**src/rtl/mem_stage_pkg.sv**
```systemverilog
// Shared types and constants for the MEM-stage memory front-end.
package mem_stage_pkg;

  localparam int unsigned DATA_W = 32;
  localparam int unsigned CNT_W  = 4;

  typedef enum logic [1:0] {
    ST_IDLE    = 2'd0,
    ST_ACCESS  = 2'd1,
    ST_RELEASE = 2'd2
  } state_e;

  typedef enum logic [1:0] {
    OP_NONE  = 2'd0,
    OP_LOAD  = 2'd1,
    OP_STORE = 2'd2
  } op_e;

endpackage

```
**src/rtl/mem_access_timer.sv**
```systemverilog
// Loadable down-counter with a zero flag for multi-cycle unit sequencing.
module mem_access_timer
  import mem_stage_pkg::*;
#(
  parameter int unsigned W = CNT_W
) (
  input  logic         i_clk,
  input  logic         i_rst,
  input  logic         i_load,
  input  logic [W-1:0] i_load_val,
  input  logic         i_dec,
  output logic         o_zero_c
);

  logic [W-1:0] r_cnt;

  // Load wins over decrement; the count saturates at zero.
  always_ff @(posedge i_clk) begin
    if (i_rst) begin
      r_cnt <= '0;
    end else if (i_load) begin
      r_cnt <= i_load_val;
    end else if (i_dec && (r_cnt != '0)) begin
      r_cnt <= r_cnt - W'(1);
    end
  end

  assign o_zero_c = (r_cnt == '0);

endmodule

```
**src/rtl/mem_stage_ctrl.sv**
```systemverilog
// MEM-stage controller: turns level-held load/store requests into registered,
// edge-clean memory strobes, stalls the pipeline and flags illegal requests.
module mem_stage_ctrl
  import mem_stage_pkg::*;
#(
  parameter int unsigned ACCESS_CYCLES = 1,
  parameter int unsigned ADDR_W        = 10
) (
  input  logic              i_clk,
  input  logic              i_rst,
  input  logic              i_req_read,
  input  logic              i_req_write,
  input  logic [DATA_W-1:0] i_req_addr,
  input  logic [DATA_W-1:0] i_req_wdata,
  output logic [DATA_W-1:0] o_mem_address,
  output logic [DATA_W-1:0] o_mem_wdata,
  output logic              o_mem_read,
  output logic              o_mem_write,
  input  logic [DATA_W-1:0] i_mem_rdata,
  output logic [DATA_W-1:0] o_rdata,
  output logic              o_rdata_valid,
  output logic              o_stall,
  output logic              o_err
);

  localparam logic [CNT_W-1:0] LOAD_VAL = CNT_W'(ACCESS_CYCLES - 1);

  state_e            r_state, w_state_nxt;
  op_e               r_op, w_op_nxt;
  logic              r_err_pending, w_err_pending_nxt;
  logic [DATA_W-1:0] w_mem_address_nxt, w_mem_wdata_nxt, w_rdata_nxt;
  logic              w_mem_read_nxt, w_mem_write_nxt, w_rdata_valid_nxt, w_err_nxt;
  logic              w_req, w_in_range, w_conflict;
  logic              w_tmr_load, w_tmr_dec, w_tmr_zero;

  assign w_req      = i_req_read | i_req_write;
  assign w_in_range = (i_req_addr[DATA_W-1:ADDR_W] == '0);
  assign w_conflict = i_req_read & i_req_write;

  mem_access_timer #(.W(CNT_W)) u_timer (
    .i_clk      (i_clk),
    .i_rst      (i_rst),
    .i_load     (w_tmr_load),
    .i_load_val (LOAD_VAL),
    .i_dec      (w_tmr_dec),
    .o_zero_c   (w_tmr_zero)
  );

  always_ff @(posedge i_clk) begin
    if (i_rst) r_state <= ST_IDLE;
    else       r_state <= w_state_nxt;
  end

  always_comb begin
    w_state_nxt = r_state;
    case (r_state)
      ST_IDLE:    if (w_req) w_state_nxt = w_in_range ? ST_ACCESS : ST_RELEASE;
      ST_ACCESS:  if (w_tmr_zero) w_state_nxt = ST_RELEASE;
      ST_RELEASE: w_state_nxt = ST_IDLE;
      default:    w_state_nxt = ST_IDLE;
    endcase
  end

  // Stall plus next values of the registered datapath; a conflict resolves to a store.
  always_comb begin
    o_stall           = 1'b0;
    w_op_nxt          = r_op;
    w_err_pending_nxt = r_err_pending;
    w_mem_address_nxt = o_mem_address;
    w_mem_wdata_nxt   = o_mem_wdata;
    w_mem_read_nxt    = o_mem_read;
    w_mem_write_nxt   = o_mem_write;
    w_rdata_nxt       = o_rdata;
    w_rdata_valid_nxt = 1'b0;
    w_err_nxt         = 1'b0;
    w_tmr_load        = 1'b0;
    w_tmr_dec         = 1'b0;
    case (r_state)
      ST_IDLE: begin
        o_stall = w_req;
        if (w_req) begin
          w_op_nxt          = i_req_write ? OP_STORE : OP_LOAD;
          w_err_pending_nxt = w_conflict | ~w_in_range;
          if (w_in_range) begin
            w_mem_address_nxt = DATA_W'(i_req_addr[ADDR_W-1:0]);
            w_mem_wdata_nxt   = i_req_wdata;
            w_mem_write_nxt   = i_req_write;
            w_mem_read_nxt    = ~i_req_write;
            w_tmr_load        = 1'b1;
          end else begin
            w_err_nxt = 1'b1;
            if (!i_req_write) w_rdata_nxt = '0;
          end
        end
      end
      ST_ACCESS: begin
        o_stall = 1'b1;
        if (w_tmr_zero) begin
          w_mem_read_nxt  = 1'b0;
          w_mem_write_nxt = 1'b0;
          w_err_nxt       = r_err_pending;
          if (r_op == OP_LOAD) begin
            w_rdata_nxt       = i_mem_rdata;
            w_rdata_valid_nxt = 1'b1;
          end
        end else begin
          w_tmr_dec = 1'b1;
        end
      end
      ST_RELEASE: begin
        w_op_nxt          = OP_NONE;
        w_err_pending_nxt = 1'b0;
      end
      default: ;
    endcase
  end

  always_ff @(posedge i_clk) begin
    if (i_rst) begin
      r_op          <= OP_NONE;
      r_err_pending <= 1'b0;
      o_mem_address <= '0;
      o_mem_wdata   <= '0;
      o_mem_read    <= 1'b0;
      o_mem_write   <= 1'b0;
      o_rdata       <= '0;
      o_rdata_valid <= 1'b0;
      o_err         <= 1'b0;
    end else begin
      r_op          <= w_op_nxt;
      r_err_pending <= w_err_pending_nxt;
      o_mem_address <= w_mem_address_nxt;
      o_mem_wdata   <= w_mem_wdata_nxt;
      o_mem_read    <= w_mem_read_nxt;
      o_mem_write   <= w_mem_write_nxt;
      o_rdata       <= w_rdata_nxt;
      o_rdata_valid <= w_rdata_valid_nxt;
      o_err         <= w_err_nxt;
    end
  end

endmodule
```
**config.mk**
```make
export PLATFORM = sky130hd
export DESIGN_NAME = mem_stage_ctrl
export DESIGN_NICKNAME = d
export VERILOG_FILES = /design/src/rtl/mem_stage_pkg.sv /design/src/rtl/mem_access_timer.sv /design/src/rtl/mem_stage_ctrl.sv
export SDC_FILE = /design/constraint.sdc
export NUM_CORES = 1
export LEC_CHECK = 0
export BUFFER_PORTS_ARGS = -buffer_cell sky130_fd_sc_hd__buf_2
export CAP_MARGIN = 20
export CORE_UTILIZATION = 41
export DETAILED_ROUTE_END_ITERATION = 7
export PLACE_DENSITY = 0.76
export REMOVE_ABC_BUFFERS = 1
export SETUP_SLACK_MARGIN = 0.1
export SYNTH_ARGS = -nofsm -noshare
export SYNTH_HDL_FRONTEND = slang
export SYNTH_SLANG_ARGS = --single-unit
```
**constraint.sdc**
```tcl
create_clock -name i_clk -period 1.8 [get_ports i_clk]
set_input_delay 0.27 -clock i_clk [delete_from_list [all_inputs] [get_ports i_clk]]
set_output_delay 0.27 -clock i_clk [all_outputs]
set_load 0.005 [all_outputs]
```
# Yosys cells after proc, flatten, opt, wreduce, memory -nomap -nowiden
# Index checks and enable logic that the tools add are counted.
[word_totals] register_bits=87 word_cells=75
[op_classes] add_sub_neg=1 eq_ne=9 mux=33 bitwise=7 n_reduce_logical=14
[op_table] operator="$mux 32" n=5
[op_table] operator="$pmux 32 s2" n=1
[op_table] operator="$logic_not 22->1" n=1
[op_table] operator="$mux 1" n=15
[op_table] operator="$mux 2" n=5
[op_table] operator="$ne 2x2->1 const B" n=5
[op_table] operator="$pmux 1 s2" n=5
[op_table] operator="$pmux 2 s2" n=2
[op_table] operator="$reduce_and 6->1" n=1
[op_table] operator="$eq 2x1->1 const B" n=2
[op_table] operator="$logic_not 4->1" n=1
[op_table] operator="$not 1->1" n=4
[op_table] operator="$reduce_and 2->1" n=2
[op_table] operator="$reduce_and 4->1" n=1
[op_table] operator="$reduce_bool 2->1" n=2
[op_table] operator="$reduce_bool 4->1" n=1
[op_table] operator="$sub 4x1->4 const B" n=1
[op_table] operator="$reduce_and 3->1" n=1
[op_table] operator="$reduce_or 3->1" n=1
[op_table] operator="$eq 2x2->1 const B" n=1
[op_table] operator="$logic_not 2->1" n=1
[op_table] operator="$ne 2x1->1 const B" n=1
[op_table] operator="$or 1x1->1" n=2
[op_table] operator="$reduce_or 2->1" n=1
[op_table] operator="other kinds (2)" n=2

# Depth between registers and ports, before layout
# Gate-level depths: netlist of run 1.
[depth] ltp_word=5 mapped_depth=8

# Cells and area by module
# A second synthesis of run 1 with hierarchy kept.
[unflattened] cells_unflattened=441 area_unflattened_um2=3963.8
[by_module_without_submodules] mod="mem_stage_ctrl" instances=1 cells_each=412 area_per_inst_um2=3701.0 seq_area_each_um2=1661.6
[by_module_without_submodules] mod="mem_access_timer" instances=1 cells_each=29 area_per_inst_um2=262.8 seq_area_each_um2=80.1

# Worst setup path before layout of run 1
# OpenSTA, ideal clock, no wires.
[synth_timing] path_kind="register to register" from="register u_timer.r_cnt[0]" to="register o_rdata[10]" arrival_time_ns=1.792 slack_ns=-0.063 path_stages_with_launch=9 n_path_buf=1 synth_period_minus_slack_ns=1.863 path_cell_list="dfxtp_1 > inv_1 > ha_1 > or3b_1 > a211oi_1 > o21ai_1 > nor2_4 > buf_6 > mux2i_1"
[synth_between] elab_chain_len=3
[synth_rtl] element="start: declaration" line="mem_access_timer.sv:15" rtl="logic [W-1:0] r_cnt;"
[synth_rtl] element="start signal: assignment" line="mem_access_timer.sv:22" rtl="r_cnt <= i_load_val;"
[synth_rtl] element="start signal: assignment" line="mem_access_timer.sv:24" rtl="r_cnt <= r_cnt - W'(1);"
[synth_rtl] element="$logic_not 4->1" line="mem_access_timer.sv:28" rtl="assign o_zero_c = (r_cnt == '0);"
[synth_rtl] element="$ne 2x1->1 (no source line)"
[synth_rtl] element="$reduce_and 6->1 (no source line)"
[synth_rtl] element="end signal: assignment" line="mem_stage_ctrl.sv:136" rtl="o_rdata <= w_rdata_nxt;"
[synth_rtl] element="end: declaration" line="mem_stage_ctrl.sv:20" rtl="output logic [DATA_W-1:0] o_rdata,"
# No other way between the ends.
# A chain may end at the register's enable or synchronous reset.

# Final worst setup path of run 1
[layout_timing] from="register u_timer.r_cnt[1]" to="register o_rdata[24]"
# The elaborated chain is that of the path after synthesis.

==> results.toml, run 1 <==
[global_routing]
grt_pass1_wl_um = 14700
grt_max_degree = 50
grt_usage_pct = 18.2
antenna_found_initial = 0
grt_pass1_vias = 3280
overflow = 0

[critical_path]
start_kind = "flip-flop"
worst-r2r-setup-slack_ns = -0.11
cp.arrival_ns = 2.17
crit_path_end_kind = "flip-flop"
critPathBufInv = 3
cp_data_required_time_ns = 2.07
crit_family = "simple AND/OR/NAND/NOR gates"
cp.depth = 9
ff2ff_path_depth = 9
worst_path_largest_cell_delay_ns = 0.38
path_class = "flip-flop to flip-flop"
slowest_stage = "or3b_4"
reg2reg_to = "o_rdata[24]$_SDFFE_PP0P_"
path_cells = "inv_2 > ha_4 > or3b_4 > a211oi_2 > o21ai_2 > nor2_4 > buf_6 > clkbuf_16 > mux2i_1"
crit_fanout = 8
rr_startpoint = "u_timer.r_cnt[1]$_SDFFE_PP0P_"

[power_and_ir_drop]
irDropWorstVdd_mv = 0.495
p_leak_nw = 2.28
p_per_area_mw_per_mm2 = 707

[route]
vias = 3484
drt-total-wl_um = 9490
dr.pass1.iters = 4
wire_per_inst_um = 12.6
drc = 0
met2WireLength_um = 4380
ant_nets = 0
highest_layer = "met4"
vias_per_cell = 4.63
drt_iter0_drc = 73
met1_length_um = 4070
wl_met3_um = 916

[synth]
ys_warn_count = 0
synth_top_cell_by_area = "dfxtp_1"
syn_area_per_cell_sq_um = 9.29
synthArstFlopShare_pct = 0
synth_most_common_cell = "dfxtp_1"
synth_edf_count = 0
yosys-top-cells-area = "dfxtp_1, a21oi_2, mux2i_1"
synth_top_flop_cell = "dfxtp_1"
synth_common_cells = "dfxtp_1, nand2_1, a21oi_2"
postSynthCellCount = 432
ys_seq_area_share_pct = 43.4
synth_top_area_share_pct = 43.4
syn_area_sq_mm = 0.00401
ys_ff_latch = 87
netlist-cell-type-count = 39

[floorplanning]
die_area_sq_mm = 0.0102
die_w_um = 101
row_count = 35
start_util_pct = 42.8
die_h_um = 101
num_io_pins = 201
coreArea_sq_mm = 0.00937

[run_status]
violations = "negative setup slack"
status = "finished with violations"

[clocking]
tritoncts = "built"
clkLatencyLatePin_ns = 0.34
cts_root_buffer = "clkbuf_8"
cts_made_buffers = 9
cts_htree_levels = 3
cts_sinks = 87
cts_buffer_depth = 2
cts_hold_repair.buffers = 0
clkTransAtPathRegs_ns = 0.09

[sta]
setup-violations-final = 32
finalClockSkew_ns = 0.0122
timing.final.crit_share_pct = 106
slew_viol_final = 0
grt_setup_unrepaired = "true"
timing.final.hold_violations = 0
post-route-min-period_ns = 1.91
fin_ws_ns = -0.108
max_freq_mhz = 524

[layout]
diodes = 0
nets = 720
syn_to_final_growth_pct = 32.9
layout-drive-gt1-share_pct = 51.2
utilization_pct = 56.9
layoutNonFillerInstCount = 752

[place]
numPortBuffers = 178
hpwl_um = 6630
post-place-cells = 732
gp_congestion = 0.775

[hold_path]
hold_start = "i_req_addr[7]"
min_to = "o_mem_address[7]$_SDFFE_PP0P_"
min_path_cells = 3
hp-class = "primary input to flip-flop"

[job]
cap_viol_max_count = 0
cell families after synthesis:
| family | share of synthesized area [%] |
|---|---|
| fa+ha+maj | 0.312 |
| simple gates | 27.1 |
| mux | 8.23 |
| other cells | 0.0935 |
| flops | 43.4 |
| xor+xnor | 0.218 |
| buf+inv | 9.54 |
| compound gates | 11.1 |
worst min-delay path, stage by stage:
cell and delay (ns):
buf_2 0.09, nand2_1 0.06, a21oi_2 0.05
metal layers:
| metal | GRT usage (%) | vias up |
|---|---|---|
| met5 | 0 | - |
| met4 | 6.91 | 0 |
| met3 | 6.31 | 12 |
| met2 | 31.1 | 146 |
| met1 | 20.9 | 1588 |
| li1 | - | 1738 |
cell type report:
cell class                 instances  area, sq um
inverter                           2         7.51
sequential                        87         1740
multi-input combinational        315         2000
clock buffer                      12          145
clock inverter                     3         67.6
timing repair buffer             204         1200
tap                              129          161
fill                             844         4040
what timing repair did:
item / CTS / global route
gates cloned: 2 / 1
pin swaps: 2 / 3
setup buffers: 2 / 0
setup endpoints to repair: 32 / 55
hold endpoints to repair: 0 / 0
gates resized for setup: 12 / 4
flip-flops by register name, indices dropped and copies added, names as in the netlist, 2 cells and up:
| signal | flops |
|---|---|
| o_mem_address | 10 |
| o_mem_wdata | 32 |
| u_timer.r_cnt | 4 |
| r_op | 2 |
| o_rdata | 32 |
| r_state | 2 |
metrics by stage:
| stage | worst slack (ns) | setup TNS, ns | cell area [sq um] | hold slack (ns) | power, mW |
|---|---|---|---|---|---|
| CTS | -0.116 | -3.06 | 5300 | 0.149 | 3.81 |
| finish | -0.108 | -2.87 | 5330 | 0.166 | 3.77 |
| floorplan | -0.595 | -44.42 | 3710 | 0.332 | 2.09 |
| global route | -0.206 | -5.91 | 5330 | 0.150 | 3.93 |
| detailed placement | -0.185 | -9.32 | 4980 | 0.444 | 2.28 |
| global placement | -0.107 | -5.34 | 4980 | 0.438 | 2.27 |
report_power, final:
group / internal, mW / total [mW] / switching, mW / leakage (nW)
clock network: 0.815 / 1.48 / 0.663 / 0.103
logic: 0.192 / 0.359 / 0.168 / 1.48
registers: 1.93 / 1.93 / 0.00437 / 0.703
cell usage in the layout (no fill, tap or decap), types with 2 or more instances in the layout:
| cell type | n |
|---|---|
| buf_2 | 177 |
| clkbuf_8 | 10 |
| o21ai_2 | 2 |
| buf_6 | 2 |
| nor2b_1 | 2 |
| dfxtp_1 | 85 |
| a21oi_2 | 40 |
| or4_4 | 2 |
| nand2_2 | 39 |
| buf_12 | 4 |
| nor4_1 | 3 |
| buf_16 | 2 |
| nor4_2 | 3 |
| nor2_1 | 12 |
| nand2b_1 | 37 |
| clkbuf_1 | 2 |
| nor2_2 | 2 |
| nor4_4 | 2 |
| nand3_1 | 3 |
| dfxtp_2 | 2 |
| nor3_1 | 4 |
| buf_4 | 18 |
| inv_2 | 2 |
| a21oi_1 | 10 |
| mux2i_1 | 33 |
| nand2_1 | 83 |
| bufinv_16 | 2 |
| conb_1 | 22 |
worst max-delay path by stage:
| stage | from | end | slack [ns] |
|---|---|---|---|
| final | u_timer.r_cnt[1]$_SDFFE_PP0P_ | o_rdata[24]$_SDFFE_PP0P_ | -0.11 |
| after global routing | u_timer.r_cnt[1]$_SDFFE_PP0P_ | o_rdata[28]$_SDFFE_PP0P_ | -0.21 |
| after CTS | u_timer.r_cnt[0]$_SDFFE_PP0P_ | o_rdata[14]$_SDFFE_PP0P_ | -0.12 |
| after detailed placement | u_timer.r_cnt[0]$_SDFFE_PP0P_ | o_rdata[7]$_SDFFE_PP0P_ | -0.18 |
| after global placement | u_timer.r_cnt[0]$_SDFFE_PP0P_ | o_rdata[1]$_SDFFE_PP0P_ | -0.11 |
| after floorplan | i_req_addr[11] | o_mem_address[0]$_SDFFE_PP0P_ | -0.60 |
Power figures use the tool's default switching activity.
==> run 2: changes to the inputs <==
- BUFFER_PORTS_ARGS: -buffer_cell sky130_fd_sc_hd__buf_2 -> -buffer_cell sky130_fd_sc_hd__buf_4
- CORE_ASPECT_RATIO: default -> 1.1
==> run 2 against run 1 <==
The run still ends with negative setup slack left. Global-route usage rose by 1.3 points. Fmax fell by 2.3%. Clock skew fell by 0.0044 ns. First-iteration DRC count rose by 26%. Clock power rose by 3%. Critical path type unchanged. Critical endpoint is now o_rdata[7]$_SDFFE_PP0P_. Highest routed layer unchanged.
==> results.toml, run 2 (synthesis results as in run 1) <==
[run_status]
status = "finished with violations"
violations = "negative setup slack"

[power_and_ir_drop]
p_sw_uw = 875
seq_power_share_pct = 49.6
clockPowerShare_pct = 38.9
irDropWorstVdd_mv = 0.305
p_leak_nw = 2.40
intPower_mw = 3.03
p_per_area_mw_per_mm2 = 667
finalPower_mw = 3.90
switching_share_pct = 22.4
combPwrFrac_pct = 11.5

[layout]
layout_common_cells = "buf_4, dfxtp_1, nand2_1"
largestRegisters = "o_mem_wdata: 32 flops, o_rdata: 32 flops, o_mem_address: 10 flops"
syn_to_final_growth_pct = 45.8
final-seq-area_sq_mm = 0.00174
multi_input_area_sq_mm = 0.00202
fillers = 822
nets = 724
layout-drive-gt1-share_pct = 52.4
diodes = 0
utilization_pct = 61.9
layout_commonest_cell = "buf_4"

[sta]
relSlewSlack_pct = 66.4
max_freq_mhz = 512
tightest_slew_ns = 0.504
finalClockSkew_ns = 0.00777
slew_viol_final = 0
grt_setup_unrepaired = "true"
setup-violations-final = 32
post-route-min-period_ns = 1.95
fin_ws_ns = -0.153
timing.final.hold_violations = 0
timing.final.crit_share_pct = 109

[route]
drt-total-wl_um = 9810
drt_iter0_drc = 92
vias = 3510
drc = 0
dr.pass1.iters = 4
ant_nets = 0
wire_per_inst_um = 13.2
vias_per_cell = 4.71

[floorplanning]
start_util_pct = 42.5
coreArea_sq_mm = 0.00944
die_w_um = 96.3
die_h_um = 106
num_io_pins = 201
row_count = 37
die_area_sq_mm = 0.0102

[clocking]
clkLatencyLatePin_ns = 0.35
tritoncts = "built"
cts_hold_repair.buffers = 0
cts_buffer_depth = 2
cts_htree_levels = 3
cts_sinks = 87
cts_made_buffers = 9
clkTransAtPathRegs_ns = 0.09
cts_root_buffer = "clkbuf_8"

[critical_path]
start_kind = "flip-flop"
worst-r2r-setup-slack_ns = -0.15
path_cells = "inv_2 > ha_4 > or3b_4 > a211oi_2 > o21ai_2 > nor2_4 > buf_6 > buf_12 > buf_16 > mux2i_1"
cp_data_required_time_ns = 2.08
cp.arrival_ns = 2.23
path_class = "flip-flop to flip-flop"
slowest_stage = "or3b_4"
crit_fanout = 7
crit_path_end_kind = "flip-flop"
worst_path_largest_cell_delay_ns = 0.38

[global_routing]
grt_max_degree = 50
overflow = 0
grt_usage_pct = 19.5
grt_pass1_wl_um = 15500
grt_pass1_vias = 3561
antenna_found_initial = 0

[place]
hpwl_um = 6790
gp_congestion = 0.713
numPortBuffers = 178

[job]
cap_viol_max_count = 0

[hold_path]
hp-class = "primary input to flip-flop"
[run 2: path summary, 6_finish.rpt]
kind | startpoint | end | cells past startpoint
worst max-delay path | u_timer.r_cnt[1]$_SDFFE_PP0P_ | o_rdata[7]$_SDFFE_PP0P_ | 10
worst min-delay path | i_req_wdata[23] | o_mem_wdata[23]$_SDFFE_PP0P_ | 3
worst max register to register | u_timer.r_cnt[1]$_SDFFE_PP0P_ | o_rdata[7]$_SDFFE_PP0P_ | 10
worst min register to register | o_mem_wdata[30]$_SDFFE_PP0P_ | o_mem_wdata[30]$_SDFFE_PP0P_ | 2
[run 2: layout make-up]
class | instances | share of cell area (%)
flip-flops and latches | 87 | 29.8
inverters | 2 | 0.128
well taps | 117 | 2.50
multi-input cells | 315 | 34.5
clock buffers | 11 | 2.42
repair buffers | 208 | 29.2
clock inverters | 5 | 1.39
[run 2: critical path: cells and delay by family (launching register included)]
kind | cells | cell delay, ns
and+or+nand+nor | 2 | 0.52
AOI/OAI and AO/OA | 2 | 0.31
buffers and inverters | 4 | 0.42
muxes | 1 | 0.17
DFF | 1 | 0.33
adders and majority gates | 1 | 0.13
[run 2: stage by stage]
step                      setup TNS, ns  cells  worst slack [ns]  hold slack (ns)  instance area, sq um
final                             -3.08    745            -0.153            0.163                  5850
after global routing              -5.16    745            -0.238            0.145                  5850
after CTS                         -3.45    744            -0.163            0.143                  5820
after detailed placement          -9.15    718            -0.186            0.446                  5390
after global placement            -5.79    718            -0.131            0.441                  5390
after floorplan                  -44.42    404            -0.595            0.332                  3710
[run 2: power by group through the flow]
stage,registers (mW),clock network (mW),logic [mW]
floorplan,1.98,0,0.112
global placement,1.98,0,0.357
detailed placement,1.98,0,0.363
CTS,1.94,1.57,0.448
global route,1.94,1.64,0.481
finish,1.94,1.52,0.450
[run 2: repair_timing]
action / 4_1_cts / 5_1_grt
setup buffers: 7 / 1
endpoints found under the setup margin: 33 / 77
cloned: 3 / 0
pin swaps: 4 / 3
hold endpoints to repair: 0 / 0
gates resized for setup: 17 / 6
[run 2: per-layer routing]
metal | share of wire (%) | global-route usage [%]
met5 | 0 | 0
met4 | 2.2 | 8.61
met3 | 8.3 | 6.06
met2 | 50 | 35.2
met1 | 40 | 20.2
